==> config.mk <==
export PLATFORM = sky130hd
export DESIGN_NAME = frame_read_timing_gen
export DESIGN_NICKNAME = d
export VERILOG_FILES = /design/src/rtl/frame_read_timing_gen.sv
export SDC_FILE = /design/constraint.sdc
export NUM_CORES = 1
export LEC_CHECK = 0
export BUFFER_PORTS_ARGS = -buffer_cell sky130_fd_sc_hd__buf_2
export CAP_MARGIN = 0
export CORE_MARGIN = 1.5
export CORE_UTILIZATION = 45
export DETAILED_ROUTE_END_ITERATION = 6
export PLACE_DENSITY_LB_ADDON = 0.15
export SETUP_SLACK_MARGIN = 0.5
export SLEW_MARGIN = 25
export SYNTH_ARGS = -nofsm -noshare
export SYNTH_HDL_FRONTEND = slang
export SYNTH_SLANG_ARGS = --single-unit
==> constraint.sdc <==
create_clock -name i_clk -period 8.7 [get_ports i_clk]
set_clock_uncertainty 0.05 [all_clocks]
set_input_delay 0.87 -clock i_clk [delete_from_list [all_inputs] [get_ports i_clk]]
set_output_delay 0.87 -clock i_clk [all_outputs]
set_load 0.05 [all_outputs]
==> src/rtl/frame_read_timing_gen.sv <==
// frame_read_timing_gen
//   Self-timed display read engine. Generates its own H/V raster timing,
//   fetches block-packed pixel words (BLK_W x BLK_H pixels per word) from
//   frame memory with a fixed read latency, and emits a registered
//   hsync/vsync/de/data pixel stream. It also provides a test-pattern mode.
//   Timing configuration and pattern select are shadowed once per frame.
//   Start and stop happen only on frame boundaries.
//
// Ports
//   i_clk, rst_n          clock, asynchronous active-low reset
//   i_en                  run enable, sampled at IDLE and on the last VFP cycle
//   i_pat_en              1 = test pattern, 0 = memory data
//   i_hres, i_vres        active pixels / active lines
//   i_hfp,i_hbp,i_vfp,i_vbp  porch lengths (clocks / lines)
//   i_hpulse, i_vpulse    sync widths (clocks / lines)
//   o_ren, o_raddr        memory read request, word address
//   i_rdata               read data, valid RD_LAT cycles after o_ren
//   o_vsync,o_hsync,o_de  registered timing, active high
//   o_data                registered pixel, 0 outside active video
//   o_frame_start         one-cycle pulse on the first VPULSE cycle
module frame_read_timing_gen #(
  parameter int DATA_WIDTH = 24,
  parameter int BLK_W      = 2,
  parameter int BLK_H      = 2,
  parameter int MEM_WIDTH  = DATA_WIDTH*BLK_W*BLK_H,
  parameter int ADDR_WIDTH = 16,
  parameter int RD_LAT     = 1
) (
  input  logic                  i_clk,
  input  logic                  rst_n,
  input  logic                  i_en,
  input  logic                  i_pat_en,
  input  logic [10:0]           i_hres,
  input  logic [10:0]           i_vres,
  input  logic [9:0]            i_hfp,
  input  logic [9:0]            i_hbp,
  input  logic [9:0]            i_vfp,
  input  logic [9:0]            i_vbp,
  input  logic [3:0]            i_hpulse,
  input  logic [3:0]            i_vpulse,
  output logic                  o_ren,
  output logic [ADDR_WIDTH-1:0] o_raddr,
  input  logic [MEM_WIDTH-1:0]  i_rdata,
  output logic                  o_vsync,
  output logic                  o_hsync,
  output logic                  o_de,
  output logic [DATA_WIDTH-1:0] o_data,
  output logic                  o_frame_start
);

  // shared encoding for the H and V state machines
  localparam logic [2:0] ST_IDLE  = 3'd0;
  localparam logic [2:0] ST_PULSE = 3'd1;
  localparam logic [2:0] ST_BP    = 3'd2;
  localparam logic [2:0] ST_ACT   = 3'd3;
  localparam logic [2:0] ST_FP    = 3'd4;

  localparam int          NPX    = BLK_W*BLK_H;
  localparam int          AW2    = ADDR_WIDTH + 2;
  localparam int          LOG_BW = $clog2(BLK_W);
  localparam int          LOG_BH = $clog2(BLK_H);
  localparam logic [11:0] BW_M   = 12'(BLK_W - 1);
  localparam logic [11:0] BH_M   = 12'(BLK_H - 1);

  logic [2:0]  hstate, vstate;
  logic [11:0] col_cnt, row_cnt;
  logic [7:0]  frame_cnt;

  // per-frame shadow copy of the configuration, zero-extended to 12 bits
  logic [11:0] sh_hres, sh_vres, sh_hfp, sh_hbp, sh_vfp, sh_vbp;
  logic [11:0] sh_hpulse, sh_vpulse;
  logic        sh_pat;

  logic [MEM_WIDTH-1:0] word_q;

  // ---------------------------------------------------------------
  // state lengths and boundary events
  // ---------------------------------------------------------------
  logic [11:0] h_len, v_len;
  logic        h_last, v_last, line_end, frame_end;
  logic        start, stop, new_frame;

  always_comb begin
    h_len = 12'd1;
    case (hstate)
      ST_PULSE: h_len = sh_hpulse;
      ST_BP:    h_len = sh_hbp;
      ST_ACT:   h_len = sh_hres;
      ST_FP:    h_len = sh_hfp;
      default:  h_len = 12'd1;
    endcase
  end

  always_comb begin
    v_len = 12'd1;
    case (vstate)
      ST_PULSE: v_len = sh_vpulse;
      ST_BP:    v_len = sh_vbp;
      ST_ACT:   v_len = sh_vres;
      ST_FP:    v_len = sh_vfp;
      default:  v_len = 12'd1;
    endcase
  end

  assign h_last    = (col_cnt == h_len - 12'd1);
  assign v_last    = (row_cnt == v_len - 12'd1);
  assign line_end  = (hstate == ST_FP) && h_last;
  assign frame_end = line_end && (vstate == ST_FP) && v_last;
  // H and V leave IDLE together, so V alone tells us we are idle
  assign start     = (vstate == ST_IDLE) && i_en;
  assign stop      = frame_end && !i_en;
  assign new_frame = start || (frame_end && i_en);

  function automatic logic [2:0] nxt_state(input logic [2:0] s);
    case (s)
      ST_PULSE: nxt_state = ST_BP;
      ST_BP:    nxt_state = ST_ACT;
      ST_ACT:   nxt_state = ST_FP;
      ST_FP:    nxt_state = ST_PULSE;
      default:  nxt_state = ST_IDLE;
    endcase
  endfunction

  // ---------------------------------------------------------------
  // H FSM
  // ---------------------------------------------------------------
  always_ff @(posedge i_clk or negedge rst_n) begin
    if (!rst_n) begin
      hstate  <= ST_IDLE;
      col_cnt <= '0;
    end else if (hstate == ST_IDLE) begin
      if (start) hstate <= ST_PULSE;
      col_cnt <= '0;
    end else if (stop) begin
      hstate  <= ST_IDLE;
      col_cnt <= '0;
    end else if (h_last) begin
      hstate  <= nxt_state(hstate);
      col_cnt <= '0;
    end else begin
      col_cnt <= col_cnt + 12'd1;
    end
  end

  // ---------------------------------------------------------------
  // V FSM, stepped on the last HFP cycle of each line
  // ---------------------------------------------------------------
  always_ff @(posedge i_clk or negedge rst_n) begin
    if (!rst_n) begin
      vstate  <= ST_IDLE;
      row_cnt <= '0;
    end else if (vstate == ST_IDLE) begin
      if (start) vstate <= ST_PULSE;
      row_cnt <= '0;
    end else if (line_end) begin
      if (stop) begin
        vstate  <= ST_IDLE;
        row_cnt <= '0;
      end else if (v_last) begin
        vstate  <= nxt_state(vstate);
        row_cnt <= '0;
      end else begin
        row_cnt <= row_cnt + 12'd1;
      end
    end
  end

  // ---------------------------------------------------------------
  // shadow configuration and frame counter, loaded on the same edge
  // that enters VPULSE so the new frame runs entirely on new values
  // ---------------------------------------------------------------
  always_ff @(posedge i_clk or negedge rst_n) begin
    if (!rst_n) begin
      sh_hres   <= '0;
      sh_vres   <= '0;
      sh_hfp    <= '0;
      sh_hbp    <= '0;
      sh_vfp    <= '0;
      sh_vbp    <= '0;
      sh_hpulse <= '0;
      sh_vpulse <= '0;
      sh_pat    <= 1'b0;
      frame_cnt <= '0;
    end else if (new_frame) begin
      sh_hres   <= {1'b0, i_hres};
      sh_vres   <= {1'b0, i_vres};
      sh_hfp    <= {2'b0, i_hfp};
      sh_hbp    <= {2'b0, i_hbp};
      sh_vfp    <= {2'b0, i_vfp};
      sh_vbp    <= {2'b0, i_vbp};
      sh_hpulse <= {8'b0, i_hpulse};
      sh_vpulse <= {8'b0, i_vpulse};
      sh_pat    <= i_pat_en;
      frame_cnt <= frame_cnt + 8'd1;
    end
  end

  // ---------------------------------------------------------------
  // fetch lookahead
  // o_ren is registered, so the decision made now targets the column
  // that will be active RD_LAT+1 cycles later. With hbp >= RD_LAT the
  // target never lies in a different line, so the current line's V
  // state and row are the right ones to use.
  // ---------------------------------------------------------------
  logic [13:0]    h_off, ahead, act_start, fcol;
  logic           fetch;
  logic [AW2-1:0] row_blk, words_per_row, addr_full;

  always_comb begin
    h_off = '0;
    case (hstate)
      ST_BP:   h_off = {2'b0, sh_hpulse};
      ST_ACT:  h_off = {2'b0, sh_hpulse} + {2'b0, sh_hbp};
      ST_FP:   h_off = {2'b0, sh_hpulse} + {2'b0, sh_hbp} + {2'b0, sh_hres};
      default: h_off = '0;
    endcase
  end

  assign act_start = {2'b0, sh_hpulse} + {2'b0, sh_hbp};
  assign ahead     = {2'b0, col_cnt} + h_off + 14'(RD_LAT + 1);
  assign fcol      = ahead - act_start;
  assign fetch     = (hstate != ST_IDLE) && (vstate == ST_ACT) && !sh_pat &&
                     (ahead >= act_start) && (fcol < {2'b0, sh_hres}) &&
                     ((fcol[11:0] & BW_M) == 12'd0);

  assign row_blk       = AW2'(row_cnt >> LOG_BH);
  assign words_per_row = AW2'(sh_hres >> LOG_BW);
  assign addr_full     = row_blk * words_per_row + AW2'(fcol >> LOG_BW);

  // ---------------------------------------------------------------
  // pixel path (internal timing, registered below)
  // ---------------------------------------------------------------
  logic                  de_int, first_px, fs_int;
  logic [MEM_WIDTH-1:0]  word_cur;
  logic [11:0]           idx;
  logic [DATA_WIDTH-1:0] mem_px, pat_px;
  logic [23:0]           pat24;

  assign de_int   = (hstate == ST_ACT) && (vstate == ST_ACT);
  assign first_px = ((col_cnt & BW_M) == 12'd0);
  // the first pixel of a word comes straight off the bus; the rest of
  // the word's pixels on this line come from the latched copy
  assign word_cur = first_px ? i_rdata : word_q;
  assign idx      = ((row_cnt & BH_M) << LOG_BW) | (col_cnt & BW_M);

  always_comb begin
    mem_px = '0;
    for (int i = 0; i < NPX; i++)
      if (idx == 12'(i)) mem_px = word_cur[i*DATA_WIDTH +: DATA_WIDTH];
  end

  assign pat24  = {row_cnt[7:0], col_cnt[7:0], frame_cnt};
  assign pat_px = DATA_WIDTH'(pat24);
  assign fs_int = (vstate == ST_PULSE) && (row_cnt == 12'd0) &&
                  (hstate == ST_PULSE) && (col_cnt == 12'd0);

  always_ff @(posedge i_clk or negedge rst_n) begin
    if (!rst_n)
      word_q <= '0;
    else if (de_int && first_px && !sh_pat)
      word_q <= i_rdata;
  end

  // ---------------------------------------------------------------
  // output registers
  // ---------------------------------------------------------------
  always_ff @(posedge i_clk or negedge rst_n) begin
    if (!rst_n) begin
      o_ren         <= 1'b0;
      o_raddr       <= '0;
      o_hsync       <= 1'b0;
      o_vsync       <= 1'b0;
      o_de          <= 1'b0;
      o_data        <= '0;
      o_frame_start <= 1'b0;
    end else begin
      o_ren         <= fetch;
      o_raddr       <= fetch ? addr_full[ADDR_WIDTH-1:0] : '0;
      o_hsync       <= (hstate == ST_PULSE);
      o_vsync       <= (vstate == ST_PULSE);
      o_de          <= de_int;
      o_data        <= de_int ? (sh_pat ? pat_px : mem_px) : '0;
      o_frame_start <= fs_int;
    end
  end

endmodule
### Word-level counts from Yosys, hierarchy flattened

Index checks and enable logic that the tools add are counted.

* output and inout bits: 45
* logic and storage cells: 113
* bits in registers: 250

* $add $sub $neg: 11
* reduce and logical (&&, ||, !) cells: 33
* bitwise gates (word level): 1
* equal/unequal tests: 15
* multipliers: 1
* multiplexer cells: 28
* order comparisons: 2

Operators by type and width (count)
* 24-bit two-way mux: 6
* 96-bit two-way mux: 1
* 11-bit case mux with 4 select lines: 2
* 12-bit two-way mux: 7
* 12-bit zero test: 5
* 14-bit case mux with 3 select lines: 1
* 12-bit by 1-bit adder with 12-bit output (second input constant): 2
* 12-bit == test: 2
* 3-bit two-way mux: 8
* 3-bit case mux with 4 select lines: 2
* 12-bit by 1-bit subtractor with 12-bit output (second input constant): 2
* 1-bit logical AND: 17
* 16-bit by 13-bit adder with 16-bit output: 1
* 11-bit by 10-bit multiplier with 16-bit output: 1
* 16-bit two-way mux: 1
* 12-bit by 14-bit adder with 14-bit output: 1
* 14-bit by 11-bit adder with 14-bit output: 1
* 14-bit by 2-bit adder with 14-bit output (second input constant): 1
* 14-bit by 11-bit greater-or-equal comparator with 1-bit output: 1
* 14-bit by 11-bit < comparator with 1-bit output: 1
* 14-bit by 11-bit subtractor with 14-bit output: 1
* 3-bit by 2-bit == test with 1-bit output (second input constant): 4
* 4-bit by 10-bit adder with 11-bit output: 1
* 3-bit nonzero test: 3
* 13 further kinds: 19

### Depth between registers and ports, before layout

Gate-level depths: netlist of the first run.

* word-level depth: 11
* gate-level depth with buffers: 42
* depth with buffers taken out: 42

### Worst setup path after synthesis of the first run

Ideal clock, no wire load.

* path kind: register to register
* start: register sh_hpulse[0]
* end: register o_raddr[14]
* path slack: 0.393 ns
* arrival time: 8.125 ns
* period minus slack after synthesis: 8.307 ns
* cell stages (with the launch flop): 38
* cells stage by stage: dfrtp_1 ha_1 inv_1 fa_1 inv_1 ha_1 a21o_1 a21oi_1 o21ai_0 a21oi_1 o21ai_0 a21oi_1 o21ai_0 xnor2_1 o22ai_1 ha_1 ha_1 and3_1 (+2 left out) nor2b_1 xnor2_1 ha_1 or3_1 o31ai_1 xnor2_1 fa_1 fa_1 fa_1 inv_1 ha_1 and2_1 o21ai_0 o21ai_0 or4_1 o311ai_0 xor2_1 nor2_1

* longest elaborated chain between the ends: 10
* elaborated cells on any way between the ends: 14
* classes of those cells: add/sub: 6; order compare: 2; mux: 2; reduce/logical: 4

Ends and longest elaborated chain
* start, declared: RTL line 71 `logic [11:0] sh_hpulse, sh_vpulse;`
* start signal, assigned: RTL line 191 `sh_hpulse <= {8'b0, i_hpulse};`
* 4-bit by 10-bit adder with 11-bit output: RTL line 213, 214, 219
* 14-bit by 11-bit adder with 14-bit output: RTL line 214 `ST_FP: h_off = {2'b0, sh_hpulse} + {2'b0, sh_hbp} + {2'b0, sh_hres};`
* 14-bit case mux with 3 select lines: RTL line 211 `case (hstate)`
* 12-bit by 14-bit adder with 14-bit output: RTL line 220 `assign ahead = {2'b0, col_cnt} + h_off + 14'(RD_LAT + 1);`
* 14-bit by 2-bit adder with 14-bit output: RTL line 220
* 14-bit by 11-bit subtractor with 14-bit output or 14-bit by 11-bit greater-or-equal comparator with 1-bit output (tied branches): RTL line 221, 223
* 14-bit by 11-bit < comparator with 1-bit output or 1-bit logical AND (tied branches): RTL line 223, 222
* 1-bit logical AND (2 in series): RTL line 223 `(ahead >= act_start) && (fcol < {2'b0, sh_hres}) &&`
* 16-bit two-way mux (*): RTL line 278 `o_raddr <= fetch ? addr_full[ADDR_WIDTH-1:0] : '0;`
* end signal, assigned: RTL line 278
* end, declared: RTL line 42 `output logic [ADDR_WIDTH-1:0] o_raddr,`

Every way passes the cells marked *; elsewhere a longest branch is shown, timed or not.
A chain may end at the register's enable or synchronous reset.

### Worst setup path in the final report of the first run

* start: register sh_hbp[0]
* end: register o_raddr[14]

* longest elaborated chain between the ends: 10
* elaborated cells on any way between the ends: 14
* classes of those cells: add/sub: 6; order compare: 2; mux: 2; reduce/logical: 4

Ends and longest elaborated chain
* start, declared: RTL line 70 `logic [11:0] sh_hres, sh_vres, sh_hfp, sh_hbp, sh_vfp, sh_vbp;`
* start signal, assigned: RTL line 188 `sh_hbp <= {2'b0, i_hbp};`
* 4-bit by 10-bit adder with 11-bit output (*): RTL line 213, 214, 219
* 14-bit by 11-bit adder with 14-bit output: RTL line 214
* 14-bit case mux with 3 select lines: RTL line 211
* 12-bit by 14-bit adder with 14-bit output: RTL line 220
* 14-bit by 2-bit adder with 14-bit output: RTL line 220
* 14-bit by 11-bit subtractor with 14-bit output or 14-bit by 11-bit greater-or-equal comparator with 1-bit output (tied branches): RTL line 221, 223
* 14-bit by 11-bit < comparator with 1-bit output or 1-bit logical AND (tied branches): RTL line 223, 222
* 1-bit logical AND (2 in series): RTL line 223
* 16-bit two-way mux (*): RTL line 278

Marks and branches as above.

==> flow_summary.yaml, run 1 <==
sta:
  fmax_ghz: 0.124
  layout_min_cycle_time_ns: 8.09
  setup_viol: 0
  period_share_pct: 93.0
  finalMaxSlewViolations: 0
  hold_viol_final: 0
  setup_total_negative_slack_ns: 0
  rsz0062_at_grt: "true"
  holdWs_ns: 0.128
  tightestPinTransition_ns: 1.05
  finalWorstSetupSlack_ns: 0.611
  slew_headroom_pct: 30.0
synthesis:
  yosys_warnings: 0
  yosysSeqAreaShare_pct: 31.9
  ys_ff_latch: 202
  synth_fp_nets: 1872
  synth_flop_cell: "dfrtp_1"
  avgSynthCellArea_sq_um: 10.4
  netlist_instances: 1518
  synth-edff-count: 0
  ys_types: 73
  async_flop_share_pct: 100
  syn_area_sq_mm: 0.0158
routing:
  wl_mm: 43.5
  drc: 0
  drtPass1Iterations: 4
  drt-vias-per-instance: 5.46
  wl_per_cell_microns: 19.6
  drt_iter0_drc: 542
  ant_nets: 0
  routed-via-count: 12100
power:
  ir_worst_vdd_mv: 0.197
  cellPowerDensity_mw_per_mm2: 198
  p_leak_nw: 9.32
  finalPower_mw: 3.77
critical_path:
  cp-end-kind: "flop"
  cp.required_ns: 9.08
  cp_max_fo: 4
  cpMaxStageDelayCell: "fa_1"
  crit_top_cell: "ha_1"
  crit_type: "reg -> reg"
  crit_path_start_kind: "flop"
  slowest_delay_ns: 0.56
  cp.arrival_ns: 8.47
clock_tree:
  numCtsBuffers: 24
  cts_tree: "yes"
  cts_root_buf: "clkbuf_16"
  cts_max_level: 1
  clockBufferDepth: 3
  cts.hold.buffers_added: 0
  clock_latency_ns: 0.57
  cts_num_sinks: 202
  clk_pin_slew_ns: 0.06
placed_design:
  io_buffers: 214
  gp_congestion: 0.875
  hpwl_mm: 31.6
  placed_cell_area_sq_mm: 0.0174
  dp_slack_ns: -0.140
floorplanning:
  dieArea_sq_mm: 0.0363
  io_pins: 215
  coreArea_sq_mm: 0.0346
  die_h_microns: 191
  die_w_microns: 191
  rows: 68
  initial_core_util_pct: 45.8
global_routing:
  grt_usage_pct: 24.6
  met3_usage_pct: 6.05
  overflow: 0
  grt-busiest-layer: "met2"
  globalRouteMet1Util_pct: 31.4
  grt_pass1_wl_mm: 69.9
  grt_max_degree: 127
  use_met2_pct: 41.2
  antenna_found_initial: 5
  grt_pass1_vias: 12900
flow_run:
  cap_violations: 0
layout:
  layout-drive-gt1-share_pct: 33.1
  area_delta_synth_final_pct: 19.8
  final_cell_mix: "213 x buf_2, 201 x dfrtp_1, 158 x inv_1"
  fillers: 3124
  multi_input_area_sq_mm: 0.0103
  seqCellArea_sq_mm: 0.00506
  mostFrequentLayoutCell: "buf_2"
  final_area_sq_mm: 0.0190
  final_nets: 2101
status:
  outcome: "complete, no violations"
hold_path:
  holdCritPathClass: "in -> async"
worst max-delay path, delay by kind of cell (launching register included):
| family | cells | cell delay (ns) |
|---|---|---|
| fa+ha+maj | 10 | 3.44 |
| compound gates | 13 | 1.90 |
| simple gates | 6 | 1.34 |
| xor+xnor | 4 | 0.58 |
| flops | 1 | 0.39 |
| buf+inv | 4 | 0.26 |
stage by stage:
step / utilization (%) / std cells
3_3_place_gp: 50.4 / 2148
6_report: 54.8 / 2219
4_1_cts: 53.7 / 2204
5_1_grt: 54.8 / 2218
2_1_floorplan: - / 1518
3_5_place_dp: 50.4 / 2148
final timing paths:
kind,slack [ns],from,cells after the start,to
max,0.61,sh_hbp[0],37,o_raddr[14]
max reg2reg,0.61,sh_hbp[0],37,o_raddr[14]
min,0.13,rst_n,1,sh_hres[0]
min in group i_clk,0.43,frame_cnt[7],1,frame_cnt[7]
min reg2reg,0.43,frame_cnt[7],1,frame_cnt[7]
max in group asynchronous,6.96,rst_n,3,sh_vres[2]
layer usage:
layer / wire, microns / vias up
li1: - / 5664
met2: 20700 / 332
met4: 1320 / 8
met5: 45 / -
met3: 2860 / 77
met1: 18600 / 6031
power by group:
group          switching (mW)  internal, mW
sequential             0.0605         0.969
combinational           0.887         0.869
clock                   0.430         0.551
state kept, by name, summed over array words and instances (netlist names), 3 cells and up:
register	count
hstate	3
sh_hbp	10
sh_vbp	10
sh_vpulse	4
o_data	24
col_cnt	12
vstate	3
sh_hpulse	4
sh_vfp	10
sh_hres	11
row_cnt	12
sh_vres	11
word_q	48
o_raddr	16
sh_hfp	10
frame_cnt	8
cells by family (layout without fill, tap and decap cells):
logic type | Yosys count | in the layout | synth area share [%]
buf+inv | 250 | 495 | 6.40
mux | 195 | 195 | 16.8
flops | 202 | 202 | 31.9
compound gates | 182 | 182 | 7.71
other cells | 0 | 1 | 0
fa+ha+maj | 184 | 184 | 18.3
simple gates | 410 | 410 | 13.6
xor+xnor | 95 | 95 | 5.25
timing repair:
| action | 4_1_cts | 5_1_grt |
|---|---|---|
| pin swaps | 33 | 52 |
| endpoints found under the setup margin | 5 | 6 |
| resized for setup | 59 | 57 |
| buffers inserted | 14 | 13 |
final cells by class:
cell class	count	area share, %
antenna	1	0.0132
clock buffer	31	3.57
clock inverter	11	0.468
inverter	169	3.34
multi-input combinational	1066	54.3
sequential	202	26.6
tap	455	3.00
timing repair buffer	284	8.65
cells in the mapped netlist (all sizes together) (12+ instances only):
library cell  count  area share (%)
clkbuf           60             1.4
xnor2            65             3.6
dfrtp           202              32
xor2             30             1.7
nand3            27            0.93
nor2b            12            0.47
buf              21            0.97
nand4            22            0.87
a21o             14            0.66
a21oi            40             1.3
and2             28             1.1
and3             26             1.0
nand2            88             2.1
nor2            108             2.6
inv             169             4.0
or3              12            0.51
mux2i            38             2.4
fa               79              10
ha              105             8.3
mux4             23             3.3
nor3             21            0.66
nor4             12            0.57
o21ai            41             1.4
mux2            134              11
(Power assumes the default switching activity.)
==> inputs of run 2 (changes only) <==
TNS_END_PERCENT = 50   (was not set)
clock period = 9.77 ns   (was 8.7 ns; I/O delays follow)
==> flow_summary.yaml, run 2 (synthesized netlist as in run 1, its figures left out) <==
status:
  outcome: "complete, no violations"
global_routing:
  grt_max_degree: 80
  grt_pass1_vias: 12500
  antenna_found_initial: 4
  overflow: 0
  grt_usage_pct: 23.3
  grt_pass1_wl_mm: 66.4
critical_path:
  r2r_start: "sh_hbp[0]"
  cp-end-kind: "flop"
  cp.arrival_ns: 8.99
  cp_max_fo: 4
  worstSetupStartpoint: "sh_hbp[0]"
  crit_path_start_kind: "flop"
  cp.required_ns: 10.14
  slowest_delay_ns: 0.57
  crit_type: "reg -> reg"
  r2r_end: "o_raddr[14]"
  rr_worst_depth: 36
  cpMaxStageDelayCell: "fa_2"
  r2r_slack_ns: 1.14
  crit_top_cell: "ha_1"
sta:
  rsz0062_at_grt: "false"
  fmax_ghz: 0.116
  slew_headroom_pct: 39.0
  tightestPinTransition_ns: 0.913
  period_share_pct: 88.3
  hold_viol_final: 0
  finalMaxSlewViolations: 0
  setup_viol: 0
  setup_total_negative_slack_ns: 0
  layout_min_cycle_time_ns: 8.63
layout:
  mostFrequentLayoutCell: "buf_2"
  area_delta_synth_final_pct: 15.1
  regMostFlops: "word_q"
  antenna-diode-count: 0
  top_regs: "word_q (48), o_data (24), o_raddr (16)"
  multi_input_area_sq_mm: 0.00988
  seqCellArea_sq_mm: 0.00506
  layout-drive-gt1-share_pct: 27.4
  final_cell_mix: "213 x buf_2, 201 x dfrtp_1, 168 x inv_1"
  fillers: 3159
  final_nets: 2058
  largest_reg_flops: 48
  final_cells: 2176
clock_tree:
  cts_tree: "yes"
  cts_num_sinks: 202
  cts_max_level: 1
  clockBufferDepth: 3
  clock_latency_ns: 0.58
  numCtsBuffers: 24
  cts_root_buf: "clkbuf_16"
  clk_pin_slew_ns: 0.07
routing:
  drt_iter0_drc: 555
  drc: 0
  drt-vias-per-instance: 5.42
  wl_mm: 41.1
  wl_per_cell_microns: 18.9
  drtPass1Iterations: 5
  routed-via-count: 11800
  ant_nets: 0
placed_design:
  hpwl_mm: 30.8
  gp_congestion: 0.888
  io_buffers: 214
  place_inst: 2127
hold_path:
  holdCritPathClass: "in -> async"
power:
  seqPwrFrac_pct: 29.3
  cellPowerDensity_mw_per_mm2: 171
  p_sw_share_pct: 36.0
  p_int_mw: 2.00
  p_leak_nw: 9.13
  power_switching_mw: 1.12
  ir_worst_vdd_mv: 0.150
  clockPowerShare_pct: 29.5
  combPwrFrac_pct: 41.2
floorplanning:
  die_h_microns: 191
  die_w_microns: 191
  initial_core_util_pct: 45.8
  dieArea_sq_mm: 0.0363
  coreArea_sq_mm: 0.0346
  rows: 68
  io_pins: 215
flow_run:
  cap_violations: 0
run 2: cell count changes in the layout (fill, tap and decap cells not counted), sizes merged:
cell	change
buf	-43
bufinv	+2
clkbuf	+1
clkinvlp	-1
diode	-1
inv	-1
run 2: power groups by stage:
stage	sequential, mW	combinational [mW]	clock (mW)
after CTS	0.913	1.27	0.947
after floorplan	0.895	0.998	0
after global placement	0.927	1.24	0
final	0.914	1.29	0.922
after global routing	0.920	1.49	0.976
after detailed placement	0.928	1.25	0
run 2: how the worst max path moves through the flow:
stage,endpoint,slack [ns],depth (start not counted)
2_1_floorplan,o_raddr[14],1.46,37
3_3_place_gp,o_raddr[15],0.78,37
3_5_place_dp,o_raddr[15],0.54,37
4_1_cts,o_raddr[15],0.64,37
5_1_grt,o_raddr[14],0.48,36
6_report,o_raddr[14],1.14,36
run 2: what timing repair did:
item,4_1_cts,5_1_grt
endpoints found under the setup margin,1,4
hold buffers,0,0
resized for setup,1,21
gates cloned,0,0
pin swaps,0,4
buffers inserted,0,6
run 2: stage by stage:
stage	total power [mW]	hold WS, ns	setup WS, ns	util [%]	instance area [sq um]
final	3.12	0.284	1.14	52.7	18200
after global routing	3.38	0.310	0.481	52.7	18200
after CTS	3.13	0.286	0.641	52.3	18100
after detailed placement	2.18	0.432	0.537	49.9	17300
after global placement	2.16	0.432	0.784	49.9	17300
after floorplan	1.89	0.395	1.46	-	15800
run 2: worst max-delay path, delay by kind of cell, from the launching register on:
kind	cells	cell delay, ns
fa+ha+maj	10	3.78
buf+inv	4	0.31
compound gates	12	1.83
simple gates	6	1.49
xor+xnor	4	0.60
flops	1	0.38
run 2: final cells by class:
class | instances | area share, %
clock buffers | 32 | 3.73
clock inverters | 11 | 0.748
inverters | 169 | 3.48
multi-input cells | 1066 | 54.1
flip-flops and latches | 202 | 27.7
well taps | 455 | 3.12
repair buffers | 241 | 7.06
run 2: routing by layer:
layer / vias to the layer above / GRT usage [%] / share of wire, %
li1: 5568 / - / -
met1: 5780 / 29.5 / 42
met2: 368 / 38.6 / 47
met3: 69 / 7.09 / 8.0
met4: 8 / 6.48 / 2.7
met5: - / 0 / 0.12
==> inputs of run 3 (changes only) <==
ABC_AREA = 1   (was not set)
==> flow_summary.yaml, run 3 <==
synthesis:
  synth_common_cells: "534 x nand2_1, 351 x inv_1, 202 x dfrtp_1, 167 x nand3_1, 105 x ha_1"
  synth-edff-count: 0
  synth_largest_area_cell: "dfrtp_1"
  ys_top_cells_by_area: "dfrtp_1 31%, nand2_1 12%, fa_1 9.7%, inv_1 8.1%, ha_1 8.1%"
  ys_ff_latch: 202
  yosysSeqAreaShare_pct: 31.2
  syn_area_sq_mm: 0.0162
  yosys_warnings: 0
  yosysMostFrequentCell: "nand2_1"
  netlist_instances: 2097
  ys_types: 43
  async_flop_share_pct: 100
  synth_fp_nets: 2451
  avgSynthCellArea_sq_um: 7.74
  synth_flop_cell: "dfrtp_1"
  synth_top_area_share_pct: 31.2
sta:
  setup_total_negative_slack_ns: 0
  tightestPinTransition_ns: 0.922
  setup_viol: 0
  holdWs_ns: 0.355
  slew_headroom_pct: 38.4
  rsz0062_at_grt: "true"
  layout_min_cycle_time_ns: 8.62
  finalMaxSlewViolations: 0
  period_share_pct: 88.3
  fmax_ghz: 0.116
  hold_viol_final: 0
  finalWorstSetupSlack_ns: 1.15
critical_path:
  cpMaxStageDelayCell: "fa_1"
  cp-end-kind: "flop"
  cp.required_ns: 10.18
  crit_path_start_kind: "flop"
  cp.arrival_ns: 9.03
  crit_type: "reg -> reg"
  cp_max_fo: 4
  slowest_delay_ns: 0.54
  crit_top_cell: "nand2_1"
routing:
  drt_iter0_drc: 948
  wl_mm: 47.4
  wl_per_cell_microns: 17.3
  drc: 0
  routed-via-count: 14400
  drt-vias-per-instance: 5.24
  drtPass1Iterations: 7
  ant_nets: 0
clock_tree:
  cts_num_sinks: 202
  clk_pin_slew_ns: 0.06
  cts.hold.buffers_added: 0
  clockBufferDepth: 3
  numCtsBuffers: 26
  clock_latency_ns: 0.58
  cts_root_buf: "clkbuf_16"
  cts_max_level: 1
  cts_tree: "yes"
power:
  p_leak_nw: 10.1
  ir_worst_vdd_mv: 0.127
  cellPowerDensity_mw_per_mm2: 101
  finalPower_mw: 1.87
placed_design:
  hpwl_mm: 35.4
  dp_slack_ns: 0.822
  placed_cell_area_sq_mm: 0.0176
  gp_congestion: 0.876
  io_buffers: 214
  place_inst: 2700
global_routing:
  grt_pass1_vias: 14600
  antenna_found_initial: 0
  grt_max_degree: 82
  globalRouteMet1Util_pct: 32.4
  use_met2_pct: 45.4
  grt_usage_pct: 26.1
  met3_usage_pct: 4.31
  grt-busiest-layer: "met2"
  overflow: 0
  grt_pass1_wl_mm: 75.3
layout:
  final_cell_mix: "534 x nand2_1, 350 x inv_1, 213 x buf_2"
  area_delta_synth_final_pct: 14.0
  final_nets: 2622
  antenna-diode-count: 0
  layout-drive-gt1-share_pct: 17.1
  regMostFlops: "word_q"
  fillers: 3551
  mostFrequentLayoutCell: "nand2_1"
  final_util_pct: 52.0
  final_area_sq_mm: 0.0185
  top_regs: "word_q (48), o_data (24), o_raddr (16)"
  largest_reg_flops: 48
  final_cells: 2747
floorplanning:
  dieArea_sq_mm: 0.0372
  coreArea_sq_mm: 0.0356
  die_w_microns: 193
  initial_core_util_pct: 45.6
  rows: 69
  die_h_microns: 193
  io_pins: 215
flow_run:
  cap_violations: 0
status:
  outcome: "complete, no violations"
hold_path:
  holdCritPathClass: "in -> async"
## run 3: cell types whose count changed after synthesis, sizes merged, moves of 26 or more
cell	delta
nand2	+454
inv	+199
nand3	+143
mux2	-86
xnor2	-44
mux2i	-37
xor2	+30
and2	-28
o22ai	+27
and3	-26
## run 3: area by class of cell
class                   count  area (sq um)  area share (%)
clock buffers              38           736            3.98
multi-input cells        1436          9430            51.0
flip-flops and latches    202          5050            27.3
inverters                 371          1390            7.53
clock inverters             8          95.1           0.514
repair buffers            231          1210            6.55
well taps                 461           577            3.12
## run 3: worst paths after layout
path	startpoint	endpoint	slack, ns	cells after the start
worst max-delay path	sh_hpulse[0]	o_raddr[15]	1.15	48
worst min-delay path	rst_n	sh_hbp[3]	0.35	1
worst max register to register	sh_hpulse[0]	o_raddr[15]	1.15	48
worst min register to register	sh_vres[6]	sh_vres[6]	0.42	2
max in group asynchronous	rst_n	word_q[28]	7.47	3
min in group i_clk	sh_vres[6]	sh_vres[6]	0.42	2
## run 3: worst max-delay path, delay by kind of cell, from the launching register on
kind	cells	cell delay (ns)
compound gates	8	0.98
xor+xnor	4	0.70
fa+ha+maj	10	3.69
buf+inv	7	0.44
flops	1	0.40
simple gates	19	2.21
## run 3: kinds of logic after synthesis
family / synth area share (%)
mux: 3.39
xor+xnor: 4.37
fa+ha+maj: 17.8
flops: 31.2
compound gates: 7.15
buf+inv: 11.2
simple gates: 24.9
## run 3: metal layers
layer / share of wire [%] / vias to the layer above
li1: - / 6991
met2: 49 / 429
met1: 42 / 6867
met3: 5.6 / 102
met4: 3.6 / 0
met5: 0 / -
## run 3: power breakdown
part	switching (mW)	internal, mW
combinational	0.0412	0.0371
sequential	0.00506	0.847
clock	0.392	0.548
total	0.438	1.43
## run 3: repair_timing
action / CTS / global route
setup endpoints to repair: 0 / 3
gates resized for setup: 0 / 15
setup buffers: 0 / 1
